===== config.mk =====
export PLATFORM = sky130hd
export DESIGN_NAME = cmo_arbiter
export DESIGN_NICKNAME = d
export VERILOG_FILES = /design/src/rtl/cmo_arbiter.sv
export SDC_FILE = /design/constraint.sdc
export NUM_CORES = 1
export LEC_CHECK = 0
export CAP_MARGIN = 20
export CORE_AREA = 2 2 96 98
export DETAILED_ROUTE_END_ITERATION = 8
export DIE_AREA = 0 0 98 100
export GPL_TIMING_DRIVEN = 0
export PLACE_DENSITY = 0.67
export RECOVER_POWER = 100
export SLEW_MARGIN = 20
export SYNTH_ARGS = -nofsm -noshare
export SYNTH_HDL_FRONTEND = slang
export SYNTH_SLANG_ARGS = --single-unit

===== constraint.sdc =====
create_clock -name clk_i -period 5.6 [get_ports clk_i]
set_input_delay 1.12 -clock clk_i [delete_from_list [all_inputs] [get_ports clk_i]]
set_output_delay 1.12 -clock clk_i [all_outputs]
set_load 0.05 [all_outputs]

===== src/rtl/cmo_arbiter.sv =====
// cmo_arbiter: shares one L1D$ CMO port among NUM_REQ requesters; acks are steered back in acceptance order.
// Zero-cycle request/ack paths; stalls when MAX_OUTSTANDING are in flight; CMO_ARB_RR_EN selects round-robin over fixed priority.
package ariane_pkg;
   typedef enum logic [3:0] {
      CMO_CLEAN = 4'd0,
      CMO_FLUSH = 4'd1,
      CMO_INV   = 4'd2,
      CMO_ZERO  = 4'd3
   } cmo_t;

   typedef struct packed {
      logic        req;
      logic [3:0]  trans_id;
      logic [63:0] address;
      cmo_t        cmo_op;
   } cmo_req_t;

   typedef struct packed {
      logic       req_ready;
      logic       ack;
      logic [3:0] trans_id;
   } cmo_resp_t;
endpackage

module cmo_arbiter #(
   parameter int NUM_REQ         = 2,
   parameter int MAX_OUTSTANDING = 4
) (
   input  logic                                       clk_i,
   input  logic                                       rst_ni,
   input  ariane_pkg::cmo_req_t  [NUM_REQ-1:0]        req_i,
   output ariane_pkg::cmo_resp_t [NUM_REQ-1:0]        resp_o,
   output ariane_pkg::cmo_req_t                       cmo_req_o,
   input  ariane_pkg::cmo_resp_t                      cmo_resp_i,
   output logic [$clog2(MAX_OUTSTANDING+1)-1:0]       outstanding_o,
   output logic                                       busy_o,
   output logic                                       err_o
);
   localparam int IDX_W = $clog2(NUM_REQ);
   localparam int PTR_W = $clog2(MAX_OUTSTANDING);
   localparam int CNT_W = $clog2(MAX_OUTSTANDING+1);

   logic [IDX_W-1:0]   slots [MAX_OUTSTANDING];
   logic [PTR_W-1:0]   wr_ptr, rd_ptr;
   logic [CNT_W-1:0]   count;
   logic               locked;
   logic [IDX_W-1:0]   lock_idx;
   logic               gnt_vld;
   logic [IDX_W-1:0]   gnt_idx;
   logic [IDX_W-1:0]   cand;
   logic [IDX_W-1:0]   head;
   logic [NUM_REQ-1:0] gnt;
   logic               full, empty, accept, pop, any_req, err;
`ifdef CMO_ARB_RR_EN
   logic [IDX_W-1:0]   prio;
`endif

   assign full  = (count == CNT_W'(MAX_OUTSTANDING));
   assign empty = (count == '0);
   assign head  = slots[rd_ptr];

   // A presented-but-stalled requester keeps the port until it is accepted or withdraws.
   always_comb begin
      gnt_vld = 1'b0;
      gnt_idx = '0;
      cand    = '0;
      if (locked && req_i[lock_idx].req) begin
         gnt_vld = 1'b1;
         gnt_idx = lock_idx;
      end else begin
         for (int k = 0; k < NUM_REQ; k++) begin
`ifdef CMO_ARB_RR_EN
            cand = IDX_W'((int'(prio) + k) % NUM_REQ);
`else
            cand = IDX_W'(k);
`endif
            if (!gnt_vld && req_i[cand].req) begin
               gnt_vld = 1'b1;
               gnt_idx = cand;
            end
         end
      end
   end

   assign gnt = gnt_vld ? (NUM_REQ'(1) << gnt_idx) : '0;

   always_comb begin
      cmo_req_o = '0;
      if (gnt_vld) begin
         cmo_req_o     = req_i[gnt_idx];
         cmo_req_o.req = ~full;
      end
   end

   assign accept = cmo_req_o.req & cmo_resp_i.req_ready;
   assign pop    = cmo_resp_i.ack & ~empty;

   always_comb begin
      any_req = 1'b0;
      for (int i = 0; i < NUM_REQ; i++) begin
         any_req                = any_req | req_i[i].req;
         resp_o[i].req_ready    = gnt[i] & ~full & cmo_resp_i.req_ready;
         resp_o[i].ack          = pop && (head == IDX_W'(i));
         resp_o[i].trans_id     = resp_o[i].ack ? cmo_resp_i.trans_id : '0;
      end
   end

   assign outstanding_o = count;
   assign busy_o        = any_req | (count != '0);
   assign err_o         = err;

   always_ff @(posedge clk_i) begin
      if (!rst_ni) begin
         wr_ptr   <= '0;
         rd_ptr   <= '0;
         count    <= '0;
         err      <= 1'b0;
         locked   <= 1'b0;
         lock_idx <= '0;
`ifdef CMO_ARB_RR_EN
         prio     <= '0;
`endif
      end else begin
         if (accept) begin
            slots[wr_ptr] <= gnt_idx;
            wr_ptr        <= wr_ptr + PTR_W'(1);
         end
         if (pop)
            rd_ptr <= rd_ptr + PTR_W'(1);
         count <= count + CNT_W'(accept) - CNT_W'(pop);
         if (cmo_resp_i.ack && empty)
            err <= 1'b1;
         locked   <= cmo_req_o.req & ~cmo_resp_i.req_ready;
         lock_idx <= gnt_idx;
`ifdef CMO_ARB_RR_EN
         if (accept)
            prio <= IDX_W'((int'(gnt_idx) + 1) % NUM_REQ);
`endif
      end
   end
endmodule


* Word level (Yosys, flattened, before mapping)
Memories as Yosys holds them, arrays and structs flattened. A register that Yosys moved wholly into a read port is not among the register bits.
Cells that the tools add are included.
** Word-level totals
- Bits in registers :: 10
- RAM bits :: 4
- Logic and storage cells :: 55
- Output and inout port bits :: 90
- Memories :: 1
- Input bits :: 154
** Memory list
- slots :: depth 4, width 1, rd ports 1, clocked after Yosys merged registers in 1, write ports 1, line 43 : logic [IDX_W-1:0] slots [MAX_OUTSTANDING];
** Cells by class
- Reduce and logical (&&, ||, !) cells :: 8
- Shift operators :: 1
- Muxes and demuxes :: 19
- Add/subtract/negate cells :: 4
- Order comparisons :: 2
- Bitwise gates (word level) :: 13
- Equality and inequality tests :: 1
** Operator list (count)
- 73-bit two-way mux :: 3
- 72-bit two-way mux :: 2
- 1-bit two-way mux :: 9
- 4-bit two-way mux :: 2
- 1-bit AND :: 7
- 2-bit two-way mux :: 3
- 1-bit logical AND :: 5
- 2-bit by 1-bit adder with 2-bit output (second input constant) :: 2
- 1-bit by 2-bit less-than comparator with 1-bit output (second input constant) :: 2
- 1-bit NOT :: 4
- 3-bit by 1-bit adder with 3-bit output :: 1
- 3-bit equality test (second input constant) :: 1
- 3-bit zero test :: 1
- 3-bit nonzero test :: 1
- 3-bit by 1-bit subtractor with 3-bit output :: 1
- 1-bit bitwise OR :: 2
- 1-bit by 1-bit left shift with 2-bit output (first input constant) :: 1
- 1-bit zero test :: 1

* Logic depth before layout (Yosys ltp)
- Depth after elaboration :: 15
- Gate-level depth with buffers :: 8
- Depth with buffers taken out :: 8

* Worst setup path after synthesis
Ideal clock, no wire load.
- Path kind :: input port to output port
- From :: in req_i[145] (netlist name)
- To :: out resp_o[5] (netlist name)
- Data required time :: 4.480 ns
- Cell stages on the path :: 3
- Arrival :: 2.545 ns
- Buffers on the path :: 1
- Path slack :: 1.935 ns
- Path through :: a21boi_2 buf_2 nor3_1
** RTL lines
- start, declared :: line 31 : input ariane_pkg::cmo_req_t [NUM_REQ-1:0] req_i,
- end, declared :: line 32 : output ariane_pkg::cmo_resp_t [NUM_REQ-1:0] resp_o,

==> impl_results.md <==
- CTS tree: built
- Port Buf Inserts: approximately 240
- GPL Wtd Cong: approximately 0.84
- Worst EP required: 4480 ps
- CP Launch Type: input pin
- DR WL met2: 4.55 mm
- Final WL: 8.92 mm
- Die Span X: between 90 and 100 um
- Slew @ Worst Pin: 592 ps
- Slew Limit Headroom: 0.605
- Worst min path class: reg2reg
- Commonest non-fill, non-tap cell in the layout: clkdlybuf4s50_1
- Clk root buf: clkbuf_8
- DIE HEIGHT: 100 um
- Yosys cell types: 34
- First-pass GRT wire length: 12.8 mm
- Area delta synth->final: 166%
- Postcts setup bufs: 0
- CP endpoint kind: primary output
- Vias in the first global route: 2275
- Tcrit/Tclk final: 0.875
- Syn nets: 331
- Total Nets Final: 579
- Worst-Skew Late Latency: 250 ps
- Wire length on met3: about 680 um
- Synth Area per Inst: 9.21 um2
- Slew Viols, Final: 0
- Synthesized area: 1580 um2
- Clock-pin slew on the worst setup and hold paths: 60 ps
- Starting Density: 0.177
- Post-detail-place hpwl: between 7 and 8 mm
- Wl on met1: 3.62 mm
- Synth Warn #: 0
- Routed Antenna Nets: 0
- Gr usage total: 0.163
- Max Buffers Root-to-Sink: 2
- Max VDD drop: roughly 0.00022 V
- Drt drc: 0
- Std cell rows: 35
- Most frequent cells in the layout: clkdlybuf4s50_1, dlygate4sd3_1, a22o_1
- Max Clk Rate: a little over 200 MHz
- Fin. Hold Viols: 0
- Crit Path Class: in2out
- Initial antenna violation count: 2
- Pleak: 0.00182 uW
- Pwr dens: about 210 nW/um2
- Initial DRC count: 43
- Cts hold-fix bufs: 0
- CP max FO: 13
- Clock Sinks: 16
- Highest routed layer: met5
- Pin count of the biggest net entering global routing: 14
- Finish-stage setup viols: 0
- # Max-Cap Violations: 0
- Skew final: 0.751 ps
- Io pins: 244
- Routed len/inst: 16.8 um
- Drt via density: between 4 and 5
- GR Overflow Total: 0
- Seq/Total Area, Yosys: 0.229
- CP arrival: 3780 ps
- Core area: between 8000 and 9000 um2
- Htree depth: 1
- Setup TNS: 0 ps
- Overall die area: 9800 um2
- Tmin final: 4900 ps
- Worst hold slack: a little under 500 ps
- Num CTS Buffers: 3
- Post-CTS sizing: 0
- Outcome: finished clean
- RSZ-0062 raised after global routing: no
- Vias after detailed routing: 2412
- Fraction of layout cells with a size suffix above 1: 0.0526
- Post-Syn Instances: 171
- Yosys reg bits: 16
- Drt pass-1 iters: 4
==> where the power goes <==
| group | internal, uW | total [uW] | switching (uW) | leakage (uW) |
|---|---|---|---|---|
| registers | 142 | 164 | 22.3 | 0.000136 |
| clock network | 48.6 | 86.0 | 37.4 | 0.0000231 |
| logic | 266 | 635 | 369 | 0.00166 |
==> path summary, 6_finish.rpt <==
kind	end	slack [ps]	cells past startpoint	start
worst max-delay path	cmo_req_o[59]	700	5	req_i[145]
worst min register to register	wr_ptr[1]	490	2	wr_ptr[1]
worst min-delay path	wr_ptr[1]	490	2	wr_ptr[1]
worst max register to register	outstanding_o[2]	3340	8	outstanding_o[1]
==> worst max-delay path: stages <==
cell and delay, ps:
dlygate4sd3_1 640, a21boi_0 400, clkbuf_1 510, a22o_1 230, dlygate4sd3_1 860
==> metrics by stage <==
step / utilization / area (um2) / cells / worst slack [ps] / power, uW
2_1_floorplan: - / 1580 / 171 / 1940 / 561
3_5_place_dp: 0.466 / 4150 / 525 / 1070 / 832
3_3_place_gp: 0.466 / 4150 / 525 / 1060 / 826
5_1_grt: 0.471 / 4190 / 529 / 504 / 934
4_1_cts: 0.471 / 4190 / 529 / 1060 / 921
6_report: 0.471 / 4190 / 530 / 699 / 885
==> cell usage after synthesis <==
library cell,number,share of area
xnor2_1,2,0.011
ha_1,5,0.040
and3_1,8,0.032
or3_1,1,0.0040
nor3_1,2,0.0064
o21ai_1,1,0.0032
mux4_2,1,0.014
nor2b_1,2,0.0079
dfxtp_1,12,0.15
nand2b_1,1,0.0040
nand4b_1,1,0.0056
inv_1,3,0.0071
nor2_1,7,0.017
a31oi_4,1,0.014
xor2_1,2,0.011
buf_4,1,0.0048
a21oi_1,2,0.0064
o21ai_0,2,0.0064
a22o_1,72,0.40
a21boi_2,1,0.0071
nor3b_4,1,0.012
and2_1,7,0.028
o31a_1,1,0.0056
a21boi_1,1,0.0048
buf_6,4,0.029
clkbuf_1,1,0.0024
buf_2,11,0.035
and3b_1,1,0.0056
nand2_1,9,0.021
inv_2,1,0.0024
nor4b_1,1,0.0056
mux2i_1,1,0.0064
fa_1,1,0.013
edfxtp_1,4,0.076
==> layer usage <==
metal,GRT usage,vias up
met2,0.291,106
met4,0.0299,2
met1,0.203,1122
li1,-,1174
met3,0.0362,8
met5,0,-
==> area by class of cell <==
type / count / area [um2]
antenna: 1 / 2.50
buffer: 17 / 110
fill: 878 / 4700
sequential: 16 / 360
timing repair buffer: 243 / 2430
multi-input combinational: 134 / 1080
tap: 111 / 139
inverter: 4 / 15.0
clock buffer: 3 / 41.3
clock inverter: 1 / 3.75
==> logic make-up after synthesis <==
logic type	count (synthesis)	synth area share
XOR/XNOR	4	0.0222
AND/OR/NAND/NOR	41	0.149
flip-flops	16	0.229
AO/OA/AOI/OAI	81	0.447
buffers and inverters	21	0.0802
multiplexers	2	0.0207
adder cells (fa/ha/maj)	6	0.0524
Power figures use the tool's default switching activity.
==> edit 1: new RTL, same settings <==
Put one more register stage on the output `err_o`, cleared by the reset. The value now appears one clock later. The other outputs are not delayed to match.
--- a/src/rtl/cmo_arbiter.sv
+++ b/src/rtl/cmo_arbiter.sv
@@ -107,7 +107,13 @@
 
    assign outstanding_o = count;
    assign busy_o        = any_req | (count != '0);
-   assign err_o         = err;
+   always_ff @(posedge clk_i) begin
+      if (!rst_ni) begin
+         err_o <= '0;
+      end else begin
+         err_o <= err;
+      end
+   end
 
    always_ff @(posedge clk_i) begin
       if (!rst_ni) begin
Check against the original RTL: not equivalent (Yosys sat finds a counterexample within 4 cycles, from zero or initial values and one cycle with rst_ni low).
==> edit 1 against the unedited design <==
Sequential cell count grew 1. First-iteration DRC count fell by 33%. Power up 0.90%. Setup slack got worse by 5.2 ps. Via count is 0.83% lower. Largest cell class unchanged. Final area up 0.57%. Area after synthesis rose by 1.7%. Routed wire length is 2.2% lower.
==> edit 1: results (changes against the unedited design) <==
[outcome]
status=finished clean

[synthesis]
yosys_warnings=0  ; unchanged
synth-edff-count=4  ; unchanged
synth_top_area_frac=0.394  ; -0.00657
ys_seq_area_frac=0.238  ; +0.00875
syn-num-nets=333  ; +0.60%
synth_area_leaders=a22o_1 39%, dfxtp_1 16%, edfxtp_1 7.5%, ha_1 3.9%, buf_2 3.4%
syn_area_per_cell_sq_um=9.26  ; +0.49%
yosys-top-cells-count=72 x a22o_1, 13 x dfxtp_1, 11 x buf_2

[route]
dr.first_iter.drc_count=29  ; -33%
wl_per_cell_um=16.4  ; -2.3%
top_layer=met5
met2_length_mm=4.47  ; -1.8%
met1_length_mm=3.51  ; -3.2%
met3_length_um=605  ; -11%
via_per_inst=4.50  ; -1.0%

[clock_network]
clk_path_buf_depth=2  ; unchanged
ctsResizeCount=0  ; unchanged

[hold_path]
min_to=err_o
min_path_cells=1  ; -1
hold_path_class=reg2reg
hold_path.startpoint=err

[global_route]
gr-usage-all-layers=0.165  ; +0.00193
grt_pass1_wl_mm=13.0  ; +1.2%
grt_util_met2=0.295  ; +0.00421
grt_use_met1=0.202  ; -0.000339
grt_pass1_vias=2362  ; +3.8%
grt_util_met3=0.0355  ; -0.000696

[power_and_ir_drop]
power.leakage_uw=0.00184  ; +1.1%
pwr-share-clk=0.100  ; +0.003
seq_power_share=0.192  ; +0.007
swShare=0.479  ; -0.00551
p_clk_uw=89.5  ; +4.1%
vdd_drop_max_uv=219  ; -2.3%

[placement]
place_congestion=0.819  ; -2.9%
placed_area_sq_um=4170  ; +0.63%
hpwl_mm=7.52  ; -3.7%

[setup_path]
critPathLaunch=req_i[145]
critical_path.max_stage_delay_ps=880  ; +20 ps
r2r_slack_ps=3330  ; about the same
path_max_fanout=13  ; unchanged
cp.arrival_ps=3790  ; about the same
setup.worst_path.end=cmo_req_o[64]

[layout]
fill_cells=859  ; -2.2%
diodes=0  ; -1
finalNetCount=581  ; +0.35%
drive_above_1_share=0.0524  ; -0.000251
final-instance-count-excl-fill=531  ; +0.19%

[sta]
tightest_slew_ps=563  ; -28.6 ps
fin_skew_ps=3.27  ; +2.52 ps

-- edit 1: changes by cell type after synthesis --
cell and change:
and2_1 +1, dfxtp_1 +1
-- edit 1: per-stage QoR --
step / worst slack, ps / hold slack [ps]
after detailed placement: 1090 / 445
after CTS: 1090 / 461
after global placement: 1100 / 441
after global routing: 533 / 499
after floorplan: 1940 / 431
final: 693 / 458
-- edit 1: final cells by class --
cell class,count,area (sq um),area share
clock buffer,4,45.0,0.0107
sequential,17,380,0.0903
buffer,17,110,0.0261
timing repair buffer,243,2430,0.577
tap,111,139,0.0330
inverter,4,15.0,0.00356
multi-input combinational,135,1090,0.259
-- edit 1: logic make-up after synthesis --
group,count (synthesis),synth area share
muxes,2,0.0203
AOI/OAI and AO/OA,81,0.440
adders and majority gates,6,0.0516
buffers and inverters,21,0.0789
xor gates and xnor gates,4,0.0219
and+or+nand+nor,42,0.150
DFF,17,0.238
==> edit 2: new RTL, config.mk and constraints unchanged <==
Without the edit above. `NUM_REQ`: 2 -> 4.
--- a/src/rtl/cmo_arbiter.sv
+++ b/src/rtl/cmo_arbiter.sv
@@ -23,7 +23,7 @@
 endpackage
 
 module cmo_arbiter #(
-   parameter int NUM_REQ         = 2,
+   parameter int NUM_REQ         = 4,
    parameter int MAX_OUTSTANDING = 4
 ) (
    input  logic                                       clk_i,
Interface: changed (resized req_i and resp_o); port bits go from 244 to 402. The function was not compared with the original's and may differ.
==> edit 2 against the unedited design <==
The flow now stops in I/O pin placement (3_2_place_iop). Area after synthesis increased to 3.1 times the old value.
==> edit 2: results (changes against the unedited design) <==
[outcome]
status=stopped before the end
lastStage=I/O pin placement (3_2_place_iop)
error=[ERROR PPL-0024] Number of IO pins (402) exceeds maximum number of available positions (350). Increase the die perimeter from 396.00um to 546.72um.

[synthesis]
syn_inst=628  ; +270%
ys_seq_area_frac=0.102  ; -0.127
synthMuxAreaShare=0.186  ; +0.165
synth-compound-area-share=0.419  ; -0.0283
synth_area_leaders=a22o_1 26%, mux2_2 17%, a221o_1 15%, nand2_1 12%, dfxtp_1 5.3%
synth_ff_type=dfxtp_1
async_flop_share=0  ; unchanged
yosys-top-cells-count=156 x nand2_1, 144 x a22o_1, 72 x a221o_1, 72 x mux2_2, 47 x clkbuf_1
synth_top_area_frac=0.257  ; -0.143
synth.distinct_cells=38  ; +12%
synthAdderAreaFrac=0.0168  ; -0.0356
ys_ff_latch=21  ; +5
synth-xor-area-share=0.0107  ; -0.0115
yosys_warnings=0  ; unchanged
synth-edff-count=8  ; +4
syn-num-nets=934  ; +180%

[floorplan]
die_w_um=98  ; unchanged

edit 2: logic make-up after synthesis:
group,Yosys count
simple gates,212
compound gates,226
mux,78
buf+inv,79
xor+xnor,6
fa+ha+maj,6
flops,21
